**src/rtl/rom_mult_pkg.sv**
```systemverilog
// Shared types and constants for the ROM-based 2N x 2N multiplier sequencer.
package rom_mult_pkg;

    typedef enum logic [1:0] {IDLE, LOOK, HOLD} state_t;

    localparam int unsigned LOOKUPS  = 4;
    localparam logic [1:0]  LAST_IDX = 2'(LOOKUPS - 1);

    // Left shift applied to the partial product of lookup idx.
    function automatic int unsigned pp_shift(input int unsigned n, input logic [1:0] idx);
        int unsigned r_shift;
        case (idx)
            2'd0:    r_shift = 0;
            2'd1:    r_shift = n;
            2'd2:    r_shift = n;
            default: r_shift = 2 * n;
        endcase
        return r_shift;
    endfunction

endpackage

```
**src/rtl/rom_mult_pp_accum.sv**
```systemverilog
// Partial-product accumulator: aligns one ROM lookup by its idx and adds it to acc.
module rom_mult_pp_accum
    import rom_mult_pkg::*;
#(
    parameter int unsigned N = 2
) (
    input  logic [1:0]     i_idx,
    input  logic [2*N-1:0] i_rom_data,
    input  logic [4*N-1:0] i_acc,
    output logic [4*N-1:0] o_acc
);

    logic [4*N-1:0] w_term;

    always_comb begin
        w_term = {{(2*N){1'b0}}, i_rom_data} << pp_shift(N, i_idx);
        o_acc  = i_acc + w_term;
    end

endmodule

```
**src/rtl/rom_mult_sequencer.sv**
```systemverilog
// Sequences four N x N ROM lookups to form a 2N x 2N unsigned product, with
// valid/ready handshakes on both sides and an optional zero-operand shortcut.
module rom_mult_sequencer
    import rom_mult_pkg::*;
#(
    parameter int unsigned N          = 2,
    parameter bit          EARLY_ZERO = 1'b1
) (
    input  logic           clk,
    input  logic           rst_n,
    input  logic           in_valid,
    output logic           in_ready,
    input  logic [2*N-1:0] op_a,
    input  logic [2*N-1:0] op_b,
    output logic           out_valid,
    input  logic           out_ready,
    output logic [4*N-1:0] product,
    output logic           busy,
    output logic [2*N-1:0] rom_address,
    output logic           rom_en,
    output logic           rom_read_en,
    input  logic [2*N-1:0] rom_data
);

    state_t         r_state;
    logic [1:0]     r_idx;
    logic [4*N-1:0] r_acc;
    logic [2*N-1:0] r_a;
    logic [2*N-1:0] r_b;
    logic           r_in_ready;
    logic           r_out_valid;
    logic [4*N-1:0] r_product;
    logic           r_rom_en;
    logic [2*N-1:0] r_rom_address;

    logic [4*N-1:0] w_acc_next;
    logic [1:0]     w_next_idx;
    logic [N-1:0]   w_a_half;
    logic [N-1:0]   w_b_half;
    logic           w_zero_op;

    rom_mult_pp_accum #(
        .N (N)
    ) u_pp_accum (
        .i_idx      (r_idx),
        .i_rom_data (rom_data),
        .i_acc      (r_acc),
        .o_acc      (w_acc_next)
    );

    // idx bit 1 picks the high half of a, idx bit 0 the high half of b.
    always_comb begin
        w_next_idx = r_idx + 2'd1;
        w_a_half   = w_next_idx[1] ? r_a[2*N-1:N] : r_a[N-1:0];
        w_b_half   = w_next_idx[0] ? r_b[2*N-1:N] : r_b[N-1:0];
        w_zero_op  = EARLY_ZERO && ((op_a == '0) || (op_b == '0));
    end

    always_ff @(posedge clk or negedge rst_n) begin
        if (!rst_n) begin
            r_state       <= IDLE;
            r_idx         <= '0;
            r_acc         <= '0;
            r_a           <= '0;
            r_b           <= '0;
            r_in_ready    <= 1'b1;
            r_out_valid   <= 1'b0;
            r_product     <= '0;
            r_rom_en      <= 1'b0;
            r_rom_address <= '0;
        end else begin
            case (r_state)
                IDLE: begin
                    if (in_valid) begin
                        r_a        <= op_a;
                        r_b        <= op_b;
                        r_idx      <= '0;
                        r_acc      <= '0;
                        r_in_ready <= 1'b0;
                        if (w_zero_op) begin
                            r_state     <= HOLD;
                            r_out_valid <= 1'b1;
                            r_product   <= '0;
                        end else begin
                            r_state       <= LOOK;
                            r_rom_en      <= 1'b1;
                            r_rom_address <= {op_a[N-1:0], op_b[N-1:0]};
                        end
                    end
                end
                LOOK: begin
                    r_acc <= w_acc_next;
                    r_idx <= w_next_idx;
                    if (r_idx == LAST_IDX) begin
                        r_state       <= HOLD;
                        r_rom_en      <= 1'b0;
                        r_rom_address <= '0;
                        r_out_valid   <= 1'b1;
                        r_product     <= w_acc_next;
                    end else begin
                        r_rom_address <= {w_a_half, w_b_half};
                    end
                end
                HOLD: begin
                    if (out_ready) begin
                        r_state     <= IDLE;
                        r_out_valid <= 1'b0;
                        r_in_ready  <= 1'b1;
                    end
                end
                default: r_state <= IDLE;
            endcase
        end
    end

    assign in_ready    = r_in_ready;
    assign out_valid   = r_out_valid;
    assign product     = r_product;
    assign busy        = (r_state != IDLE);
    assign rom_address = r_rom_address;
    assign rom_en      = r_rom_en;
    assign rom_read_en = r_rom_en;

endmodule

```
**config.mk**
```make
export PLATFORM = sky130hd
export DESIGN_NAME = rom_mult_sequencer
export DESIGN_NICKNAME = d
export VERILOG_FILES = /design/src/rtl/rom_mult_pkg.sv /design/src/rtl/rom_mult_pp_accum.sv /design/src/rtl/rom_mult_sequencer.sv
export SDC_FILE = /design/constraint.sdc
export NUM_CORES = 1
export LEC_CHECK = 0
export CAP_MARGIN = 20
export CORE_MARGIN = 8
export CORE_UTILIZATION = 25
export DETAILED_ROUTE_END_ITERATION = 6
export MAX_ROUTING_LAYER = met4
export PLACE_DENSITY = 0.45
export SYNTH_ARGS = -nofsm -noshare
export SYNTH_HDL_FRONTEND = slang
export SYNTH_SLANG_ARGS = --single-unit
```
**constraint.sdc**
```tcl
create_clock -name clk -period 3 [get_ports clk]
set_input_delay 0.3 -clock clk [delete_from_list [all_inputs] [get_ports clk]]
set_output_delay 0.3 -clock clk [all_outputs]
set_load 0.01 [all_outputs]
```
# Word level (Yosys, flattened, before mapping)
# Cells that the tools add are included.
classes:
  addsub: 2
  eq_ne: 10
  n_shift: 1
  muxes: 32
  reduce_logical: 18
ops:
  columns: ["operator", "count"]
  rows:
  - ["8-bit two-way mux", 4]
  - ["8-bit one-hot mux with 2 select lines", 2]
  - ["2-bit two-way mux", 7]
  - ["4-bit two-way mux", 3]
  - ["2-bit != test, second input constant", 5]
  - ["1-bit two-way mux", 9]
  - ["3-bit AND reduction", 3]
  - ["8-bit adder", 1]
  - ["4-bit logical NOT", 2]
  - ["4-bit one-hot mux with 2 select lines", 1]
  - ["4-bit AND reduction", 2]
  - ["4-bit by 3-bit << shifter with 8-bit output", 1]
  - ["2-bit equality test, second input constant", 3]
  - ["2-bit one-hot mux with 3 select lines", 1]
  - ["3-bit one-hot mux with 2 select lines", 1]
  - ["2-bit nonzero test", 3]
  - ["5-bit AND reduction", 1]
  - ["2-bit by 1-bit equality test with 1-bit output, second input constant", 2]
  - ["2-bit logical NOT", 2]
  - ["1-bit one-hot mux with 2 select lines", 2]
  - ["2-bit one-hot mux with 2 select lines", 1]
  - ["2-bit AND reduction", 2]
  - ["1-bit one-hot mux with 3 select lines", 1]
  - ["3-bit nonzero test", 1]
  - ["3 further kinds", 3]
totals:
  reg_bits: 35
  inputBits: 16
  output_inout_bits: 17
  wordCells: 73

# Depth between registers and ports, before layout
depth:
  depth_word: 7
  mapped_depth: 10
  ltp_nobuf: 9

# Modules after synthesis
# A second synthesis with hierarchy kept.
hier_totals:
  hier_cells: 174
  area_unflattened_um2: 1993.2
modules_own_cells:
  columns: ["mod", "instances", "cells_each", "area_each_um2", "seq_area_each_um2"]
  rows:
  - ["rom_mult_sequencer", 1, 121, 1587.8, 877.1]
  - ["rom_mult_pp_accum", 1, 53, 405.4, 0.0]

# Least setup slack after synthesis
# OpenSTA, ideal clock, no wires.
synth_path:
  kind: "reg2reg"
  start: "register r_idx[1]"
  end: "register r_product[7], in the netlist product[7]"
  setup_ns: 0.064
  t_arrival_ns: 2.574
  required_ns: 2.936
  path_slack_ns: 0.361
  path_stages_with_launch: 11
  path_buffers: 1
  period_less_slack_ns: 2.639
  path_cell_list: "dfrtp_1 -> ha_1 -> buf_6 -> and2b_1 -> a22o_1 -> ha_1 -> a21oi_1 -> nand2_1 -> a2111o_1 -> a211oi_1 -> a211o_1"
synth_via:
  elab_chain_cells: 7
  elab_cells_between_ends: 12
  cone_classes: "1 x add/sub; 4 x eq/ne; 1 x shift; 3 x mux; 3 x reduce/logical"
synth_lines:
  columns: ["element", "line", "rtl"]
  rows:
  - ["from (decl)", "rom_mult_sequencer.sv:26", "logic [1:0] r_idx;"]
  - ["from (signal assigned)", "rom_mult_sequencer.sv:93", "r_idx <= w_next_idx;"]
  - ["2-bit by 1-bit equality test with 1-bit output / 2-bit equality test (equally long branches)", "rom_mult_pkg.sv:12", "case (idx)"]
  - ["2-bit OR reduction (no line)", null, null]
  - ["3-bit one-hot mux with 2 select lines", "rom_mult_pkg.sv:12", null]
  - ["4-bit by 3-bit << shifter with 8-bit output", "rom_mult_pp_accum.sv:16", "w_term = {{(2*N){1'b0}}, i_rom_data} << pp_shift(N, i_idx);"]
  - ["8-bit adder", "rom_mult_pp_accum.sv:17", "o_acc = i_acc + w_term;"]
  - ["8-bit two-way mux", "rom_mult_sequencer.sv:94", "if (r_idx == LAST_IDX) begin"]
  - ["8-bit one-hot mux with 2 select lines", "rom_mult_sequencer.sv:72", "case (r_state)"]
  - ["to (signal assigned)", "rom_mult_sequencer.sv:99", "r_product <= w_acc_next;"]
  - ["to (decl)", "rom_mult_sequencer.sv:32", "logic [4*N-1:0] r_product;"]
# Parallel ways exist; a longest one is shown, timed or not. The select of a mux whose other input is x is not followed.
# A chain may end at the register's enable or synchronous reset.

# Worst setup path in the final report
# Ends and elaborated chain as after synthesis.

==> metrics.md <==
| Metric | Value |
|---|---|
| Run status | `finished, final reports clean` |
| YS warnings | `0` |
| Routed vias | `1,623` |
| Syn Area/Cell | `between 10 and 15 µm²` |
| Worst skew pair latency | `approximately 0.28 ns` |
| Crit. End Element | `flop` |
| Distinct cell type count after synthesis | `just over 50` |
| Final setup violation count | `0` |
| Synthesis-to-finish area growth | `26.9%` |
| Hold Fails Final Rpt | `0` |
| Routed WL | `5150 µm` |
| Port Buffers | `32` |
| Power Density | `between 1000 and 1500 nW/µm²` |
| Clock tree buffer depth | `2` |
| CP most frequent cell | `ha_2` |
| Total iterations of the first detailed-routing run | `4` |
| Leak | `approximately 1.2 nW` |
| Crit Reg-Reg Startpoint | `r_idx[1]` |
| Post-Syn Area | `roughly 2100 µm²` |
| Sink Count | `35` |
| Cells along the critical path | `ha_2 -> and2b_1 -> a22o_1 -> ha_2 -> a21oi_1 -> nand2_1 -> a2111o_1 -> a211oi_1 -> a211o_1` |
| Layout cells sized above 1 | `between 10% and 20%` |
| Detail Route Antenna Nets | `0` |
| All-Layer GR Usage | `about a tenth` |
| Final Wtd Congestion | `approximately 0.75` |
| Crit path arrival time | `3.00 ns` |
| Synth top area share | `between 40% and 50%` |
| Fin crit period | `~2.8 ns` |
| Max-slew violation count | `0` |
| Worst vdd ir | `approximately 0.36 mV` |
| FMAX | `around 360 MHz` |
| CTS tree | `done` |
| RSZ-0062 raised after global routing | `no` |
| WP buf/inv | `0` |
| HPWL after DPL | `between 3000 and 4000 µm` |
| # nets final | `266` |
| Die Y | `~110 µm` |
| Io pins | `33` |
| R2R cell count | `9` |
| Synth Net Count | `228` |
| Worst hold path class | `in2async` |
| Critical path type | `reg2reg` |
| Clock-pin slew on the worst setup and hold paths | `about 0.07 ns` |
| CP startpoint kind | `flop` |
| Synth Register Bits | `35` |
| Starting density of the core | `between 20% and 30%` |
| First-pass GRT wire length | `roughly 8500 µm` |
| Setup Total Neg Slack | `0 ns` |
| Actual slew at the worst max-slew pin | `just over 0.8 ns` |
| Period utilisation layout | `slightly above 90%` |
| Num rows | `33` |
| Sequential element share of the synthesized area | `42.1%` |
| Hold WS | `0.108 ns` |
| CTS Root Cell | `clkbuf_8` |
| Synth area leaders | `dfrtp_1 41%, ha_1 6.6%, mux2i_1 4.8%, nand2_1 4.5%, mux2_2 4.3%` |
| Ys async rst share | `100%` |
| N_diodes | `0` |
| Synth area leader | `dfrtp_1` |
| Average vias per placed instance | `around 4.7` |
| TritonCTS buffer count | `5` |
| Die area | `between 10,000 and 15,000 µm²` |
| Max-Cap Viols | `0` |
| R2R Path End | `product[7]` |
| FF-to-FF setup slack | `0.23 ns` |
| Post-cts resize count | `0` |
| Number of global-route vias before repair | `1,692` |
| Critical-path maximum fanout | `7` |
| Post-synthesis cell count | `200` |
| H-tree lvl count | `2` |
| Die X | `roughly 110 µm` |
| Top delay family on crit path | `compound AO/OA/AOI/OAI gates` |
| Clock Skew | `0.00359 ns` |
| WP data required | `3.23 ns` |
| Gr ovfl total | `0` |
| Max_slew headroom | `45.0%` |
| Core ar. | `about 8100 µm²` |
| Number of flops mapped to enable cells by yosys | `0` |
| # hold bufs at CTS | `0` |
| Iter 0 DRT Violations | `48` |
| Largest net degree at the start of global routing | `36` |
| Initial antenna violation count | `0` |
| Main synth FF type | `dfrtp_1` |
| Slowest stage cell, crit path | `a2111o_1` |
| Residual DRC | `0` |
| Slowest stage delay, CP | `~0.46 ns` |
| DR WL/cell | `15.0 µm` |
| Post-CTS Setup Inserts | `0` |
logic make-up (layout without fill, tap and decap cells):
kind of cell	after synthesis	after routing	share of synthesized area, %
fa+ha+maj	12	12	7.56
mux	26	26	14.0
compound gates	51	51	17.2
flops	35	35	42.1
xor+xnor	5	5	2.10
buf+inv	16	55	3.66
simple gates	55	55	13.4
final cells by class:
| cell class | instances | area (µm²) |
|---|---|---|
| fillers | 844 | 5490 |
| multi-input cells | 149 | 1140 |
| flip-flops and latches | 35 | 877 |
| repair buffers | 42 | 390 |
| well taps | 105 | 131 |
| clock buffers | 5 | 68.8 |
| inverters | 5 | 18.8 |
| clock inverters | 3 | 15.0 |
cell usage in the layout, fill, tap and decap left out, types with 4 or more instances in the layout:
| master | n |
|---|---|
| o21ai_1 | 12 |
| ha_1 | 9 |
| o21ai_0 | 5 |
| mux2i_1 | 10 |
| buf_4 | 10 |
| clkdlybuf4s50_1 | 31 |
| mux2_1 | 7 |
| dfrtp_1 | 34 |
| a21oi_1 | 7 |
| clkbuf_8 | 5 |
| nand2_1 | 25 |
| o2bb2ai_1 | 4 |
| nor2_1 | 10 |
| mux2_2 | 8 |
through the flow:
step,setup WS [ns],utilization (%),cell area (µm²),total power [mW],cells
6_report,0.227,32.5,2650,2.73,344
5_1_grt,0.0730,32.5,2650,2.99,344
4_1_cts,0.175,32.4,2630,2.78,344
3_5_place_dp,0.148,31.3,2550,2.43,336
3_3_place_gp,0.166,31.3,2550,2.42,336
2_1_floorplan,0.361,-,2090,1.86,200
synthesized netlist by cell type (3+ instances only):
cell and number:
nor2_1 10, mux2_2 8, clkbuf_1 4, buf_2 4
nand2_1 25, o21ai_1 12, a21oi_1 7, mux2i_1 10
nand2b_1 3, inv_1 3, o21ai_0 5, o31ai_1 3
dfrtp_1 34, o2bb2ai_1 4, mux2_1 7, ha_1 11
a211o_1 3, xor2_1 3
report_power, final:
group | internal (mW) | switching [mW] | total, mW
combinational | 0.763 | 0.845 | 1.61
clock | 0.159 | 0.175 | 0.334
sequential | 0.678 | 0.114 | 0.792
worst max path at each step:
stage / from / end / slack [ns] / depth (start not counted)
5_1_grt: r_idx[1] / product[7] / 0.07 / 10
3_3_place_gp: rom_data[1] / product[7] / 0.17 / 8
2_1_floorplan: r_idx[1] / product[7] / 0.36 / 10
4_1_cts: r_idx[1] / product[7] / 0.17 / 9
6_report: r_idx[1] / product[7] / 0.23 / 9
3_5_place_dp: rom_data[1] / product[7] / 0.15 / 8
layer usage:
| layer | vias to the layer above | GRT usage [%] | share of wire (%) |
|---|---|---|---|
| met5 | - | - | 0 |
| li1 | 800 | - | - |
| met2 | 33 | 14.8 | 45 |
| met4 | 0 | 2.97 | 0.70 |
| met1 | 786 | 12.1 | 50 |
| met3 | 4 | 2.46 | 3.8 |
flip-flops by register name, indices dropped and copies added, names as in the netlist:
signal / count
product: 8
r_acc: 8
r_a: 4
r_b: 4
rom_address: 4
r_idx: 2
r_state: 2
in_ready: 1
out_valid: 1
rom_en: 1
Note: power is estimated with default switching activity, not from simulation.
